<file path="config.mk">
export PLATFORM = sky130hd
export DESIGN_NAME = mul_div_unit
export DESIGN_NICKNAME = d
export VERILOG_FILES = /design/src/rtl/mdu_pkg.sv /design/src/rtl/mul_div_unit_adder.sv /design/src/rtl/mul_div_unit.sv
export SDC_FILE = /design/constraint.sdc
export NUM_CORES = 1
export LEC_CHECK = 0
export CORE_MARGIN = 4
export CORE_UTILIZATION = 50
export CTS_CLUSTER_SIZE = 8
export DETAILED_ROUTE_END_ITERATION = 10
export PLACE_DENSITY = 0.74
export REMOVE_ABC_BUFFERS = 1
export SYNTH_ARGS = -nofsm -noshare
export SYNTH_HDL_FRONTEND = slang
export SYNTH_HIERARCHICAL = 1
export SYNTH_SLANG_ARGS = --single-unit
</file>
<file path="constraint.sdc">
create_clock -name clk -period 15.3 [get_ports clk]
set_clock_uncertainty 0.2 [all_clocks]
set_input_delay 3.06 -clock clk [delete_from_list [all_inputs] [get_ports clk]]
set_output_delay 3.06 -clock clk [all_outputs]
set_load 0.02 [all_outputs]
</file>
<file path="src/rtl/mdu_pkg.sv">
// Shared definitions for the multiply/divide unit.
// Latency: n/a (types, constants and pure combinational helpers only).
// Backpressure: n/a.
package mdu_pkg;

   localparam int ITER_CNT_W = 6;

   typedef enum logic [1:0] {
      OP_MULT  = 2'b00,
      OP_MULTU = 2'b01,
      OP_DIV   = 2'b10,
      OP_DIVU  = 2'b11
   } op_e;

   typedef enum logic [1:0] {
      ST_IDLE,
      ST_PREP,
      ST_RUN,
      ST_FIX
   } state_e;

   // Two's-complement negate by invert-and-increment (kept off the shared adder).
   function automatic logic [31:0] neg32(input logic [31:0] x);
      return ~x + 32'd1;
   endfunction

   // Magnitude of a signed value; 0x8000_0000 maps to unsigned 0x8000_0000.
   function automatic logic [31:0] mag32(input logic [31:0] x);
      return x[31] ? neg32(x) : x;
   endfunction

endpackage

</file>
<file path="src/rtl/mul_div_unit_adder.sv">
// 32-bit ripple-carry adder shared by the multiply and divide iterations.
// Latency: purely combinational.
// Backpressure: none.
// Ports: operand1/operand2/cin in, sum/cout out.
module mul_div_unit_adder #(
   parameter int WIDTH = 32
) (
   input  logic [WIDTH-1:0] operand1,
   input  logic [WIDTH-1:0] operand2,
   input  logic             cin,
   output logic [WIDTH-1:0] sum,
   output logic             cout
);

   always_comb begin
      logic carry;
      carry = cin;
      sum   = '0;
      for (int i = 0; i < WIDTH; i++) begin
         sum[i] = operand1[i] ^ operand2[i] ^ carry;
         carry  = (operand1[i] & operand2[i]) | (carry & (operand1[i] ^ operand2[i]));
      end
      cout = carry;
   end

endmodule

</file>
<file path="src/rtl/mul_div_unit.sv">
// Multi-cycle MULT/MULTU/DIV/DIVU unit holding the architectural HI/LO registers.
// Latency: start sampled at edge E0 -> done pulse and HI/LO valid after E0+34.
// Backpressure: none; start and MTHI/MTLO writes are dropped while busy.
// Ports: clk, rst_n; start/op/rs_val/rt_val launch an operation; hi_we/lo_we/wdata
//        write HI/LO when idle; busy/done/div0 status; hi/lo architectural registers.
module mul_div_unit
   import mdu_pkg::*;
#(
   parameter int WIDTH = 32,
   parameter int ITERS = 32
) (
   input  logic             clk,
   input  logic             rst_n,
   input  logic             start,
   input  logic [1:0]       op,
   input  logic [WIDTH-1:0] rs_val,
   input  logic [WIDTH-1:0] rt_val,
   input  logic             hi_we,
   input  logic             lo_we,
   input  logic [WIDTH-1:0] wdata,
   output logic             busy,
   output logic             done,
   output logic             div0,
   output logic [WIDTH-1:0] hi,
   output logic [WIDTH-1:0] lo
);

   state_e                state_q;
   op_e                   op_q;
   logic [ITER_CNT_W-1:0] cnt_q;
   logic                  busy_q, done_q, div0_q;
   logic [WIDTH-1:0]      hi_q, lo_q;
   logic [WIDTH-1:0]      a_q, b_q;      // original operands, a_q kept for the div-by-zero HI
   logic [WIDTH-1:0]      acc_q;         // product high half / partial remainder
   logic [WIDTH-1:0]      mplr_q;        // multiplier shifting out / quotient shifting in
   logic [WIDTH-1:0]      opnd_q;        // multiplicand or divisor magnitude
   logic                  negq_q, negr_q, dz_q;

   // Operand preparation
   logic             is_div, is_signed;
   logic [WIDTH-1:0] a_mag, b_mag;

   // Shared adder hookup
   logic [WIDTH-1:0] add_a, add_b, add_sum;
   logic             add_cin, add_cout;
   logic [WIDTH-1:0] rem_sh;
   logic             msb_out;
   logic [WIDTH-1:0] run_acc_d, run_mplr_d;

   // Final fix-up
   logic [2*WIDTH-1:0] prod, prod_fix;
   logic [WIDTH-1:0]   fix_hi_d, fix_lo_d;

   assign is_div    = op_q[1];
   assign is_signed = ~op_q[0];
   assign a_mag     = is_signed ? mag32(a_q) : a_q;
   assign b_mag     = is_signed ? mag32(b_q) : b_q;

   // Divide step works on the remainder shifted left by one, pulling in the next dividend bit.
   assign rem_sh  = {acc_q[WIDTH-2:0], mplr_q[WIDTH-1]};
   assign msb_out = acc_q[WIDTH-1];

   always_comb begin
      if (is_div) begin
         add_a   = rem_sh;
         add_b   = ~opnd_q;
         add_cin = 1'b1;
      end else begin
         add_a   = acc_q;
         add_b   = mplr_q[0] ? opnd_q : '0;
         add_cin = 1'b0;
      end
   end

   mul_div_unit_adder #(.WIDTH(WIDTH)) u_adder (
      .operand1 (add_a),
      .operand2 (add_b),
      .cin      (add_cin),
      .sum      (add_sum),
      .cout     (add_cout)
   );

   always_comb begin
      run_acc_d  = acc_q;
      run_mplr_d = mplr_q;
      if (is_div) begin
         // A bit shifted out of the remainder means it certainly exceeds the divisor.
         if (msb_out | add_cout) begin
            run_acc_d  = add_sum;
            run_mplr_d = {mplr_q[WIDTH-2:0], 1'b1};
         end else begin
            run_acc_d  = rem_sh;
            run_mplr_d = {mplr_q[WIDTH-2:0], 1'b0};
         end
      end else begin
         run_acc_d  = {add_cout, add_sum[WIDTH-1:1]};
         run_mplr_d = {add_sum[0], mplr_q[WIDTH-1:1]};
      end
   end

   assign prod     = {acc_q, mplr_q};
   assign prod_fix = negq_q ? (~prod + 64'd1) : prod;

   always_comb begin
      fix_hi_d = prod_fix[2*WIDTH-1:WIDTH];
      fix_lo_d = prod_fix[WIDTH-1:0];
      if (dz_q) begin
         fix_hi_d = a_q;
         fix_lo_d = '1;
      end else if (is_div) begin
         fix_hi_d = negr_q ? neg32(acc_q) : acc_q;
         fix_lo_d = negq_q ? neg32(mplr_q) : mplr_q;
      end
   end

   always_ff @(posedge clk or negedge rst_n) begin
      if (!rst_n) begin
         state_q <= ST_IDLE;
         op_q    <= OP_MULT;
         cnt_q   <= '0;
         busy_q  <= 1'b0;
         done_q  <= 1'b0;
         div0_q  <= 1'b0;
         hi_q    <= '0;
         lo_q    <= '0;
         a_q     <= '0;
         b_q     <= '0;
         acc_q   <= '0;
         mplr_q  <= '0;
         opnd_q  <= '0;
         negq_q  <= 1'b0;
         negr_q  <= 1'b0;
         dz_q    <= 1'b0;
      end else begin
         done_q <= 1'b0;
         div0_q <= 1'b0;
         case (state_q)
            ST_IDLE: begin
               if (hi_we) hi_q <= wdata;
               if (lo_we) lo_q <= wdata;
               if (start) begin
                  op_q    <= op_e'(op);
                  a_q     <= rs_val;
                  b_q     <= rt_val;
                  busy_q  <= 1'b1;
                  state_q <= ST_PREP;
               end
            end
            ST_PREP: begin
               acc_q <= '0;
               if (is_div) begin
                  mplr_q <= a_mag;
                  opnd_q <= b_mag;
               end else begin
                  mplr_q <= b_mag;
                  opnd_q <= a_mag;
               end
               negq_q  <= is_signed & (a_q[WIDTH-1] ^ b_q[WIDTH-1]);
               negr_q  <= is_signed & a_q[WIDTH-1];
               dz_q    <= is_div & (b_q == '0);
               cnt_q   <= ITER_CNT_W'(ITERS - 1);
               state_q <= ST_RUN;
            end
            ST_RUN: begin
               acc_q  <= run_acc_d;
               mplr_q <= run_mplr_d;
               cnt_q  <= cnt_q - ITER_CNT_W'(1);
               if (cnt_q == '0) state_q <= ST_FIX;
            end
            ST_FIX: begin
               hi_q    <= fix_hi_d;
               lo_q    <= fix_lo_d;
               done_q  <= 1'b1;
               div0_q  <= dz_q;
               busy_q  <= 1'b0;
               state_q <= ST_IDLE;
            end
            default: state_q <= ST_IDLE;
         endcase
      end
   end

   assign busy = busy_q;
   assign done = done_q;
   assign div0 = div0_q;
   assign hi   = hi_q;
   assign lo   = lo_q;

endmodule
</file>
==> impl_metrics.csv <==
group,metric,value,unit
outcome,status,"complete, no violations",
clock_tree,cts_tree,"done",
sta,period_minus_slack,14.61,ns
setup_path,path_buf_inv,8,
floorplan,core,32700,µm²
floorplan,die_h,190.5,µm
layout,n_antenna_cell,0,
clock_tree,post_cts_buffers,0,
floorplan,die_x,190.5,µm
yosys,synth_seq_cells,240,
layout,final_util,0.5967,
yosys,synth.most_common_cell,"dfrtp_1",
global_routing,grt_pass1_vias,15740,
clock_tree,cts-htree-levels,2,
place,dpl.hpwl,47.11,mm
setup_path,crit_start,"op_q[1]",
floorplan,ios,170,
sta,timing.final.crit_share,0.9547,
global_routing,grt_max_degree,110,
setup_path,cp_max_fo,76,
routing,via_per_inst,6.808,
clock_tree,clk_pin_slew,0.05,ns
power_and_ir_drop,vdd_drop_max,130.5,µV
power_and_ir_drop,p_comb_frac,0.598,
global_routing,antenna_found_initial,0,
setup_path,cp_data_arrival_time,14.81,ns
setup_path,critPathLaunchType,"register",
layout,fin_nets,2097,
clock_tree,root_buffer,"clkbuf_16",
yosys,ys_seq_area_frac,0.3605,
setup_path,r2r_slack,0.69,ns
yosys,ys.flop_type,"dfrtp_1",
sta,finalHoldViolCount,0,
place,place.gp.congestion,1.026,
sta,hold-worst-slack,0.2705,ns
sta,tightest_slew,1.104,ns
floorplan,std_cell_rows,66,
run,maxCapViolations,0,
yosys,synth_common_cells,"240 x dfrtp_1, 168 x nand2_1, 168 x o21ai_0",
setup_path,r2r.worst_path.cells,42,
routing,routed_wl,63.66,mm
yosys,netlist_top_cells_area,"dfrtp_1 36%, mux2_2 6.2%, o21ai_0 5.0%, a21oi_1 4.1%, fa_1 3.8%",
yosys,synth_cell_types,81,
power_and_ir_drop,power.density,279.3,nW/µm²
layout,drive_gt1_frac,0.1067,
min_path,hold_path.class,"register to register",
yosys,netlist_area,16660,µm²
floorplan,start_util,0.5094,
sta,slew_viol_final,0,
clock_tree,cts-resized-gates,0,
setup_path,cp_common_cell,"fa_1",
clock_tree,ctsHoldBuffers,0,
yosys,synth_largest_area_cell,"dfrtp_1",
layout,area_growth,17.13,%
setup_path,crit_path_end_kind,"register",
routing,vias,16340,
clock_tree,clock-sinks,240,
power_and_ir_drop,switching_share,0.5151,
floorplan,design.die.area,36300,µm²
yosys,async_flop_share,1.000,
setup_path,critPathMaxStageDelay,0.66,ns
setup_path,endpoint,"acc_q[25]",
power_and_ir_drop,p_sw,2.808,mW
yosys,yosysTopAreaCellShare,0.3605,
yosys,syn_avg_cell_area,8.908,µm²
sta,max_freq,68.46,MHz
routing,drc,0,
setup_path,r2r-start,"op_q[1]",
global_routing,grt-ovfl-total,0,
setup_path,critical_path_class,"register to register",
power_and_ir_drop,p_leak,7.712,nW
global_routing,grt_usage,0.3435,
clock_tree,cts_made_buffers,36,
sta,rsz0062_at_grt,"no",
routing,wl_per_cell,26.53,µm
yosys,yosys_warnings,6,
yosys,synth_edf_count,0,
setup_path,required,15.50,ns
clock_tree,cts.path.max_buffers,3,
routing,ant_nets,0,
power_and_ir_drop,seq_power_share,0.272,
power_and_ir_drop,clock_power_share,0.130,
setup_path,regToRegEndpoint,"acc_q[25]",
setup_path,slowest_stage,"buf_4",
yosys,syn_inst,1870,
setup_path,critPathTopFamily,"adder cells",
power_and_ir_drop,intPower,2.643,mW
clock_tree,insertion_delay,0.52,ns
setup_path,worstSetupPathDepth,42,
place,numPortBuffers,169,
global_routing,grt_pass1_wl,96.50,mm
sta,finalSetupViolations,0,
routing,drt_first_pass_iters,6,
routing,drtIter0Drc,2196,
sta,maxSlewHeadroom,0.2615,
cells by family after synthesis:
| kind of cell | count (synthesis) | synth area share |
|---|---|---|
| xor+xnor | 104 | 0.05468 |
| compound gates | 578 | 0.2232 |
| buf+inv | 224 | 0.05213 |
| simple gates | 531 | 0.1599 |
| fa+ha+maj | 42 | 0.04597 |
| flops | 240 | 0.3605 |
| mux | 151 | 0.1036 |
power by group through the flow:
stage	Sequential, mW	Clock (mW)	Combinational (mW)
after floorplan	1.38	0	2.00
after global placement	1.45	0	3.13
after detailed placement	1.46	0	3.16
after CTS	1.45	0.710	3.19
after global routing	1.51	0.736	3.49
final	1.48	0.707	3.26
per-stage QoR:
step | total power, mW | TNS (ns) | cells | setup slack (ns) | instance area (µm²)
floorplan | 3.388 | -126.55 | 1716 | -4.015 | 16050
finish | 5.451 | 0 | 2400 | 0.6926 | 19510
detailed placement | 4.623 | 0 | 2356 | 0.8758 | 18560
global placement | 4.577 | 0 | 2356 | 1.012 | 18560
CTS | 5.349 | 0 | 2400 | 0.8459 | 19510
global route | 5.742 | 0 | 2400 | 0.1392 | 19510
worst min-delay path by stage:
stage,to,cells after the start,slack (ns),start
after global placement,lo[9],1,0.26,lo[9]
after detailed placement,lo[10],1,0.27,lo[10]
after CTS,lo[10],1,0.28,lo[10]
after floorplan,opnd_q[27],1,0.27,opnd_q[27]
final,lo[10],1,0.27,lo[10]
after global routing,lo[9],1,0.29,lo[9]
registers in the layout, summed over array words and instances (netlist names), 2 cells and up:
name     flops
a_q         32
cnt_q        6
hi          32
opnd_q      32
acc_q       32
lo          32
op_q         2
state_q      2
b_q         32
mplr_q      32
metal layers:
layer	wire, µm	vias up	GRT usage
met1	25940	7966	0.4788
met3	7057	169	0.06957
met4	3055	0	0.1445
met2	27620	1176	0.5252
met5	0	-	0
li1	-	7029	-
layout make-up:
cell class | instances | area [µm²]
inverters | 70 | 262.8
clock inverters | 3 | 30.03
clock buffers | 41 | 919.6
fillers | 2903 | 13190
flip-flops and latches | 240 | 6010
repair buffers | 198 | 1927
well taps | 442 | 553.0
multi-input cells | 1406 | 9811
placed cells by master (no fill, tap or decap), types with 36 or more instances in the layout:
| cell type | n |
|---|---|
| dfrtp_1 | 239 |
| clkdlybuf4s50_1 | 168 |
| o21ai_0 | 167 |
| nand2_1 | 166 |
| a21oi_1 | 138 |
| nor2_1 | 127 |
| mux2_2 | 91 |
| inv_1 | 67 |
| xnor2_1 | 67 |
| mux2i_1 | 51 |
| o22ai_1 | 45 |
| xor2_1 | 37 |
| clkbuf_16 | 36 |
Note: power is estimated with default switching activity, not from simulation.
